$ cat src/rtl/multicycle_cpu_if.sv
// Memory bus between multicycle_cpu (master) and a memory/responder (slave).
interface multicycle_cpu_if #(
    parameter int unsigned ADDR_W = 16
);
    logic              mem_req;
    logic              mem_we;
    logic [ADDR_W-1:0] mem_addr;
    logic [31:0]       mem_wdata;
    logic [31:0]       mem_rdata;
    logic              mem_ack;

    modport master (
        output mem_req, mem_we, mem_addr, mem_wdata,
        input  mem_rdata, mem_ack
    );

    modport slave (
        input  mem_req, mem_we, mem_addr, mem_wdata,
        output mem_rdata, mem_ack
    );
endinterface

$ cat src/rtl/multicycle_cpu.sv
// Multicycle MIPS-subset CPU: FETCH/DECODE/EXEC/MEM/WB/TRAP over one shared memory bus.
// Optional build macro MULTICYCLE_CPU_OVF_TRAP_EN: signed overflow on add/addi/sub traps
// from EXEC without writeback; when undefined the result wraps and is written back.
module multicycle_cpu #(
    parameter int unsigned       ADDR_W   = 16,
    parameter logic [ADDR_W-1:0] RESET_PC = '0
) (
    input  logic              clk,
    input  logic              reset,
    multicycle_cpu_if.master  bus,
    output logic [ADDR_W-1:0] pc,
    output logic [31:0]       inst,
    output logic [31:0]       s0,
    output logic [2:0]        state,
    output logic              trap
);
    localparam int unsigned XLEN = 32;
    localparam int unsigned NREG = 32;

    localparam logic [5:0] OP_RTYPE = 6'h00;
    localparam logic [5:0] OP_J     = 6'h02;
    localparam logic [5:0] OP_JAL   = 6'h03;
    localparam logic [5:0] OP_BNE   = 6'h05;
    localparam logic [5:0] OP_ADDI  = 6'h08;
    localparam logic [5:0] OP_XORI  = 6'h0E;
    localparam logic [5:0] OP_LW    = 6'h23;
    localparam logic [5:0] OP_SW    = 6'h2B;
    localparam logic [5:0] FN_JR    = 6'h08;
    localparam logic [5:0] FN_ADD   = 6'h20;
    localparam logic [5:0] FN_SUB   = 6'h22;
    localparam logic [5:0] FN_SLT   = 6'h2A;

    typedef enum logic [2:0] {
        ST_FETCH  = 3'd0,
        ST_DECODE = 3'd1,
        ST_EXEC   = 3'd2,
        ST_MEM    = 3'd3,
        ST_WB     = 3'd4,
        ST_TRAP   = 3'd5
    } state_t;

    state_t            r_state;
    state_t            w_state_nxt;
    logic [ADDR_W-1:0] r_pc;
    logic [XLEN-1:0]   r_inst;
    logic [XLEN-1:0]   r_alu;
    logic              r_trap;
    logic [XLEN-1:0]   r_regs [NREG];

    logic [5:0]        w_op;
    logic [5:0]        w_funct;
    logic [4:0]        w_rs_idx;
    logic [4:0]        w_rt_idx;
    logic [4:0]        w_rd_idx;
    logic [15:0]       w_imm16;
    logic [25:0]       w_imm26;
    logic [XLEN-1:0]   w_rs;
    logic [XLEN-1:0]   w_rt;
    logic [XLEN-1:0]   w_simm;
    logic [XLEN-1:0]   w_zimm;
    logic              w_legal;
    logic              w_is_jr;
    logic              w_xfer;
    logic [XLEN-1:0]   w_alu_res;
    logic [ADDR_W-1:0] w_pc_inc;
    logic [ADDR_W-1:0] w_pc_br;
    logic [ADDR_W-1:0] w_pc_jmp;

    logic              w_pc_we;
    logic [ADDR_W-1:0] w_pc_nxt;
    logic              w_inst_we;
    logic              w_alu_we;
    logic [XLEN-1:0]   w_alu_nxt;
    logic              w_rf_we;
    logic [4:0]        w_rf_waddr;
    logic [XLEN-1:0]   w_rf_wdata;

    // Instruction field decode and operand fetch (r0 always reads as zero)
    assign w_op     = r_inst[31:26];
    assign w_rs_idx = r_inst[25:21];
    assign w_rt_idx = r_inst[20:16];
    assign w_rd_idx = r_inst[15:11];
    assign w_funct  = r_inst[5:0];
    assign w_imm16  = r_inst[15:0];
    assign w_imm26  = r_inst[25:0];
    assign w_rs     = (w_rs_idx == 5'd0) ? '0 : r_regs[w_rs_idx];
    assign w_rt     = (w_rt_idx == 5'd0) ? '0 : r_regs[w_rt_idx];
    assign w_simm   = {{16{w_imm16[15]}}, w_imm16};
    assign w_zimm   = {16'h0000, w_imm16};
    assign w_is_jr  = (w_op == OP_RTYPE) && (w_funct == FN_JR);
    assign w_xfer   = bus.mem_req & bus.mem_ack;

    assign w_pc_inc = r_pc + ADDR_W'(4);
    assign w_pc_br  = r_pc + ADDR_W'({w_simm[29:0], 2'b00});
    assign w_pc_jmp = ADDR_W'({w_imm26, 2'b00});

    assign w_legal = ((w_op == OP_RTYPE) &&
                      (w_funct == FN_ADD || w_funct == FN_SUB ||
                       w_funct == FN_SLT || w_funct == FN_JR)) ||
                     (w_op == OP_ADDI) || (w_op == OP_XORI) ||
                     (w_op == OP_LW)   || (w_op == OP_SW)   ||
                     (w_op == OP_J)    || (w_op == OP_JAL)  || (w_op == OP_BNE);

    // ALU: arithmetic, compare, and load/store effective address
    always_comb begin
        w_alu_res = '0;
        case (w_op)
            OP_RTYPE: begin
                case (w_funct)
                    FN_ADD:  w_alu_res = w_rs + w_rt;
                    FN_SUB:  w_alu_res = w_rs - w_rt;
                    FN_SLT:  w_alu_res = XLEN'($signed(w_rs) < $signed(w_rt));
                    default: w_alu_res = '0;
                endcase
            end
            OP_ADDI, OP_LW, OP_SW: w_alu_res = w_rs + w_simm;
            OP_XORI:               w_alu_res = w_rs ^ w_zimm;
            default:               w_alu_res = '0;
        endcase
    end

`ifdef MULTICYCLE_CPU_OVF_TRAP_EN
    logic w_ovf;

    // Signed overflow detect for add/addi/sub
    always_comb begin
        w_ovf = 1'b0;
        if ((w_op == OP_ADDI) || ((w_op == OP_RTYPE) && (w_funct == FN_ADD))) begin
            w_ovf = (w_rs[31] == ((w_op == OP_ADDI) ? w_simm[31] : w_rt[31])) &&
                    (w_alu_res[31] != w_rs[31]);
        end else if ((w_op == OP_RTYPE) && (w_funct == FN_SUB)) begin
            w_ovf = (w_rs[31] != w_rt[31]) && (w_alu_res[31] != w_rs[31]);
        end
    end
`endif

    // Next-state and datapath control
    always_comb begin
        w_state_nxt = r_state;
        w_pc_we     = 1'b0;
        w_pc_nxt    = r_pc;
        w_inst_we   = 1'b0;
        w_alu_we    = 1'b0;
        w_alu_nxt   = w_alu_res;
        w_rf_we     = 1'b0;
        w_rf_waddr  = 5'd0;
        w_rf_wdata  = r_alu;
        case (r_state)
            ST_FETCH: begin
                if (w_xfer) begin
                    w_inst_we   = 1'b1;
                    w_pc_we     = 1'b1;
                    w_pc_nxt    = w_pc_inc;
                    w_state_nxt = ST_DECODE;
                end
            end
            ST_DECODE: begin
                if (!w_legal) begin
                    w_state_nxt = ST_TRAP;
                end else if (w_op == OP_J || w_op == OP_JAL) begin
                    w_pc_we     = 1'b1;
                    w_pc_nxt    = w_pc_jmp;
                    w_rf_we     = (w_op == OP_JAL);
                    w_rf_waddr  = 5'd31;
                    w_rf_wdata  = XLEN'(r_pc);
                    w_state_nxt = ST_FETCH;
                end else begin
                    w_state_nxt = ST_EXEC;
                end
            end
            ST_EXEC: begin
`ifdef MULTICYCLE_CPU_OVF_TRAP_EN
                if (w_ovf) begin
                    w_state_nxt = ST_TRAP;
                end else
`endif
                if (w_op == OP_BNE) begin
                    w_pc_we     = (w_rs != w_rt);
                    w_pc_nxt    = w_pc_br;
                    w_state_nxt = ST_FETCH;
                end else if (w_is_jr) begin
                    w_pc_we     = 1'b1;
                    w_pc_nxt    = w_rs[ADDR_W-1:0];
                    w_state_nxt = ST_FETCH;
                end else begin
                    w_alu_we    = 1'b1;
                    w_state_nxt = (w_op == OP_LW || w_op == OP_SW) ? ST_MEM : ST_WB;
                end
            end
            ST_MEM: begin
                if (w_xfer) begin
                    w_alu_we    = (w_op == OP_LW);
                    w_alu_nxt   = bus.mem_rdata;
                    w_state_nxt = (w_op == OP_LW) ? ST_WB : ST_FETCH;
                end
            end
            ST_WB: begin
                w_rf_we     = 1'b1;
                w_rf_waddr  = (w_op == OP_RTYPE) ? w_rd_idx : w_rt_idx;
                w_state_nxt = ST_FETCH;
            end
            ST_TRAP: w_state_nxt = ST_TRAP;
            default: w_state_nxt = ST_TRAP;
        endcase
    end

    // State register
    always_ff @(posedge clk) begin
        if (reset) begin
            r_state <= ST_FETCH;
        end else begin
            r_state <= w_state_nxt;
        end
    end

    // PC, instruction, ALU result, trap flag and register file
    always_ff @(posedge clk) begin
        if (reset) begin
            r_pc   <= RESET_PC;
            r_inst <= '0;
            r_alu  <= '0;
            r_trap <= 1'b0;
            for (int i = 0; i < int'(NREG); i++) begin
                r_regs[i] <= '0;
            end
        end else begin
            r_trap <= (w_state_nxt == ST_TRAP);
            if (w_pc_we) begin
                r_pc <= w_pc_nxt;
            end
            if (w_inst_we) begin
                r_inst <= bus.mem_rdata;
            end
            if (w_alu_we) begin
                r_alu <= w_alu_nxt;
            end
            if (w_rf_we && (w_rf_waddr != 5'd0)) begin
                r_regs[w_rf_waddr] <= w_rf_wdata;
            end
        end
    end

    // Bus drive: requests only in FETCH/MEM, suppressed while reset is held
    assign bus.mem_req   = ((r_state == ST_FETCH) || (r_state == ST_MEM)) && !reset;
    assign bus.mem_we    = bus.mem_req && (r_state == ST_MEM) && (w_op == OP_SW);
    assign bus.mem_addr  = (r_state == ST_MEM) ? {r_alu[ADDR_W-1:2], 2'b00}
                                               : {r_pc[ADDR_W-1:2], 2'b00};
    assign bus.mem_wdata = w_rt;

    assign pc    = r_pc;
    assign inst  = r_inst;
    assign s0    = r_regs[16];
    assign state = r_state;
    assign trap  = r_trap;
endmodule

$ cat src/flat_wrapper.sv
// flat-port wrapper written by rule: the top's interface ports become plain ports
module multicycle_cpu_flat 
#(
    parameter int unsigned       ADDR_W   = 16,
    parameter logic [ADDR_W-1:0] RESET_PC = '0
)
  (clk, reset, pc, inst, s0, state, trap, bus_mem_req, bus_mem_we, bus_mem_addr, bus_mem_wdata, bus_mem_rdata, bus_mem_ack);
  multicycle_cpu_if #(.ADDR_W(ADDR_W)) bus_i ();
  input  logic clk;
  input  logic reset;
  output logic [ADDR_W-1:0] pc;
  output logic [31:0] inst;
  output logic [31:0] s0;
  output logic [2:0] state;
  output logic trap;
  output wire logic [$bits(bus_i.mem_req)-1:0] bus_mem_req;
  output wire logic [$bits(bus_i.mem_we)-1:0] bus_mem_we;
  output wire logic [$bits(bus_i.mem_addr)-1:0] bus_mem_addr;
  output wire logic [$bits(bus_i.mem_wdata)-1:0] bus_mem_wdata;
  input wire logic [$bits(bus_i.mem_rdata)-1:0] bus_mem_rdata;
  input wire logic [$bits(bus_i.mem_ack)-1:0] bus_mem_ack;
  assign bus_mem_req = bus_i.mem_req;
  assign bus_mem_we = bus_i.mem_we;
  assign bus_mem_addr = bus_i.mem_addr;
  assign bus_mem_wdata = bus_i.mem_wdata;
  assign bus_i.mem_rdata = bus_mem_rdata;
  assign bus_i.mem_ack = bus_mem_ack;
  multicycle_cpu #(.ADDR_W(ADDR_W), .RESET_PC(RESET_PC)) u_core (.clk(clk), .reset(reset), .bus(bus_i), .pc(pc), .inst(inst), .s0(s0), .state(state), .trap(trap));
endmodule
$ cat config.mk
export PLATFORM = sky130hd
export DESIGN_NAME = multicycle_cpu_flat
export DESIGN_NICKNAME = d
export VERILOG_FILES = /design/src/rtl/multicycle_cpu_if.sv /design/src/rtl/multicycle_cpu.sv /design/src/flat_wrapper.sv
export SDC_FILE = /design/constraint.sdc
export NUM_CORES = 2
export LEC_CHECK = 0
export BUFFER_PORTS_ARGS = -buffer_cell sky130_fd_sc_hd__buf_4
export CORE_MARGIN = 4
export CORE_UTILIZATION = 35
export DETAILED_ROUTE_END_ITERATION = 8
export MAX_ROUTING_LAYER = met4
export SYNTH_ARGS = -nofsm -noshare
export SYNTH_HDL_FRONTEND = slang
export SYNTH_SLANG_ARGS = --single-unit
$ cat constraint.sdc
create_clock -name clk -period 6.7 [get_ports clk]
set_input_delay 1.34 -clock clk [delete_from_list [all_inputs] [get_ports clk]]
set_output_delay 1.34 -clock clk [all_outputs]
set_load 0.02 [all_outputs]
==> results.yml <==
outcome:
  status: "complete, no violations"
flow_run:
  maxCapViolCount: 0
sta:
  post-route-period-util_pct: 87.9
  worst_slew_pin_slew_ps: 1400
  slew_headroom_pct: 6.65
  clock_skew_ps: 60.5
  hold_ws_ps: 498
  setup_viol: 0
  clock.fmax_mhz: 170
  finalMaxSlewViolations: 0
  post-route-min-period_ps: 5890
  rsz0062_at_grt: "no"
  hold_viol_final: 0
  tns_ps: 0
  fin_ws_ps: 807
placed_design:
  portBuffers: 166
  pre_cts_slack_ps: 945
  gp_congestion: 0.984
  dp_hpwl_um: 162000
drt:
  drt_first_pass_iters: 8
  drc: 0
  top_layer_used: "met4"
  wl_met2_um: 112000
  antenna_left: 0
  routedWlPerCell_um: 33.2
  wl_um: 245000
  drt_iter0_markers: 6202
  via_per_inst: 6.14
  wl_met3_um: 27800
  dr_total_vias: 45300
  wl_met1_um: 90900
logic_synthesis:
  syn_area_mm2: 0.0630
  synth_top_area_share_pct: 48.8
  syn_inst: 4815
  synth_mux_area_share_pct: 23.8
  yosys-top-cells-area: "edfxtp_1, mux4_2, nor2_1"
  synth_largest_area_cell: "edfxtp_1"
  synth_adder_area_share_pct: 2.27
  ys_seq_area_share_pct: 51.8
  async_reset_ff_share_pct: 0
  syn_avg_cell_area_um2: 13.1
  ys_types: 99
  yosys-top-cells-count: "nor2_1, edfxtp_1, mux4_2"
  ys_ff_latch: 1118
  ys.flop_type: "edfxtp_1"
  synthSimpleGateAreaFrac_pct: 11.6
  synth_top_family_by_area: "multiplexers"
  synth_edf_count: 1024
  synth_compound_area_share_pct: 6.08
  synthXorXnorAreaFrac_pct: 0.876
  yosys_warnings: 0
  synth_most_common_cell: "nor2_1"
critical_path:
  critPathMaxFanout: 22
  end_kind: "flip-flop"
  cp-start-kind: "flip-flop"
  r2r_end: "u_core.r_alu[20]"
  rr_worst_depth: 16
  crit_required_ps: 7370
  worstSetupPathType: "reg2reg"
  r2r_slack_ps: 810
  arrival_ps: 6570
die:
  rows: 155
  die_area_mm2: 0.187
  coreArea_mm2: 0.179
  die_x_um: 432
  die_h_um: 432
  start_util_pct: 35.3
  ios: 169
global_route:
  overflow: 0
  first_global_vias: 44600
  track_usage_pct: 26.6
  antenna_found_initial: 1
  grt_max_degree: 87
  grt_pass1_wl_um: 342000
final_layout:
  diodes: 0
  num-fill-cells: 16500
  area_growth_pct: 13.9
  drive_gt1_share_pct: 26.9
  nNetsFinal: 5063
  final_core_util_pct: 40.2
cts:
  cts.sink_count: 1118
  cts_hold_buf: 0
  cts.clk_slew.worst_paths_ps: 60
  cts_root_buf: "clkbuf_16"
  clkLatencyLatePin_ps: 780
  ctsHtreeMaxLevel: 3
  cts_max_path_buffers: 3
  cts_tree: "yes"
  numCtsBuffers: 120
  cts_setup_buffers: 0
  cts_resized: 0
hold_path:
  min_path_type: "reg2reg"
  worst_hold_startpoint: "u_core.r_alu[7]"
  hold_path_end: "u_core.r_alu[7]"
  whs_path_depth: 2
pwr:
  p_leak_nw: 23.7
  p_per_area_mw_per_mm2: 287
  ir_drop_mv: 0.252
  p_total_mw: 20.6
## cells by family after synthesis
kind of cell / Yosys count
XOR/XNOR: 63
flip-flops: 1118
other: 1
AO/OA/AOI/OAI: 565
buffers and inverters: 523
multiplexers: 709
adder cells (fa/ha/maj): 112
AND/OR/NAND/NOR: 1724
## report_power, final
| group | internal [mW] | switching, mW |
|---|---|---|
| Sequential | 7.86 | 0.285 |
| Combinational | 2.14 | 3.39 |
| Clock | 3.87 | 3.00 |
| Total | 13.9 | 6.67 |
## critical path, cell delays in order, from the launching register on
cell and delay, ps:
dfxtp_4 550, buf_12 260, buf_4 200, mux4_2 500
mux4_2 600, mux2i_1 430, nor2_1 250, ha_1 470
and3_1 230, a221oi_2 350, o221ai_2 230, a211oi_1 630
a21oi_1 190, o22ai_1 200, xnor2_1 180, a21oi_1 160
nor4_1 320
## metal layers
metal | GRT usage (%) | vias up
met1 | 33.3 | 23300
met4 | 13.3 | 0
met2 | 40.2 | 2892
met3 | 6.72 | 546
li1 | - | 18500
met5 | - | -
## through the flow
step           cells  cell area (um2)
5_1_grt         7375            71700
3_5_place_dp    7149            67700
2_1_floorplan   4848            63100
4_1_cts         7375            71700
3_3_place_gp    7149            67700
6_report        7375            71700
## registers in the layout, indices dropped and copies added, names as in the netlist, named ones only
signal	count
u_core.pc	16
u_core.inst	32
u_core.trap	1
u_core.r_regs	1024
u_core.r_alu	32
u_core.state	3
## layout by cell type, fill, tap and decap left out, drive strengths merged, types with 10 or more instances in the layout
| cell type | n |
|---|---|
| clkinv | 63 |
| conb | 34 |
| nor4 | 27 |
| nand4 | 19 |
| nand2b | 104 |
| inv | 81 |
| a21o | 68 |
| xnor2 | 41 |
| a21oi | 142 |
| mux2 | 17 |
| buf | 391 |
| nand3 | 36 |
| o21bai | 21 |
| mux2i | 62 |
| a221oi | 23 |
| or3 | 12 |
| dfxtp | 94 |
| a211oi | 28 |
| a22oi | 10 |
| o211ai | 13 |
| nor2b | 23 |
| nor3 | 62 |
| mux4 | 630 |
| a31oi | 13 |
| bufinv | 15 |
| o21ai | 127 |
| xor2 | 22 |
| nor2 | 1175 |
| o31ai | 13 |
| edfxtp | 1024 |
| clkbuf | 138 |
| nand2 | 210 |
| ha | 108 |
## worst max-delay path by stage
stage,slack [ps],from,endpoint
2_1_floorplan,1680,flip-flop,u_core.r_alu[24]
3_3_place_gp,960,flip-flop,u_core.pc[4]
3_5_place_dp,950,flip-flop,u_core.r_alu[20]
4_1_cts,890,flip-flop,u_core.r_alu[26]
5_1_grt,590,flip-flop,u_core.r_alu[26]
6_report,810,flip-flop,u_core.r_alu[20]
## layout make-up
| cell class | count | area [um2] | share of cell area [%] |
|---|---|---|---|
| well taps | 2355 | 2950 | 4.11 |
| multi-input cells | 3207 | 28600 | 39.9 |
| clock inverters | 88 | 936 | 1.30 |
| flip-flops and latches | 1118 | 32700 | 45.5 |
| clock buffers | 138 | 3070 | 4.28 |
| inverters | 78 | 293 | 0.408 |
| repair buffers | 391 | 3180 | 4.43 |
Note: power is estimated with default switching activity, not from simulation.
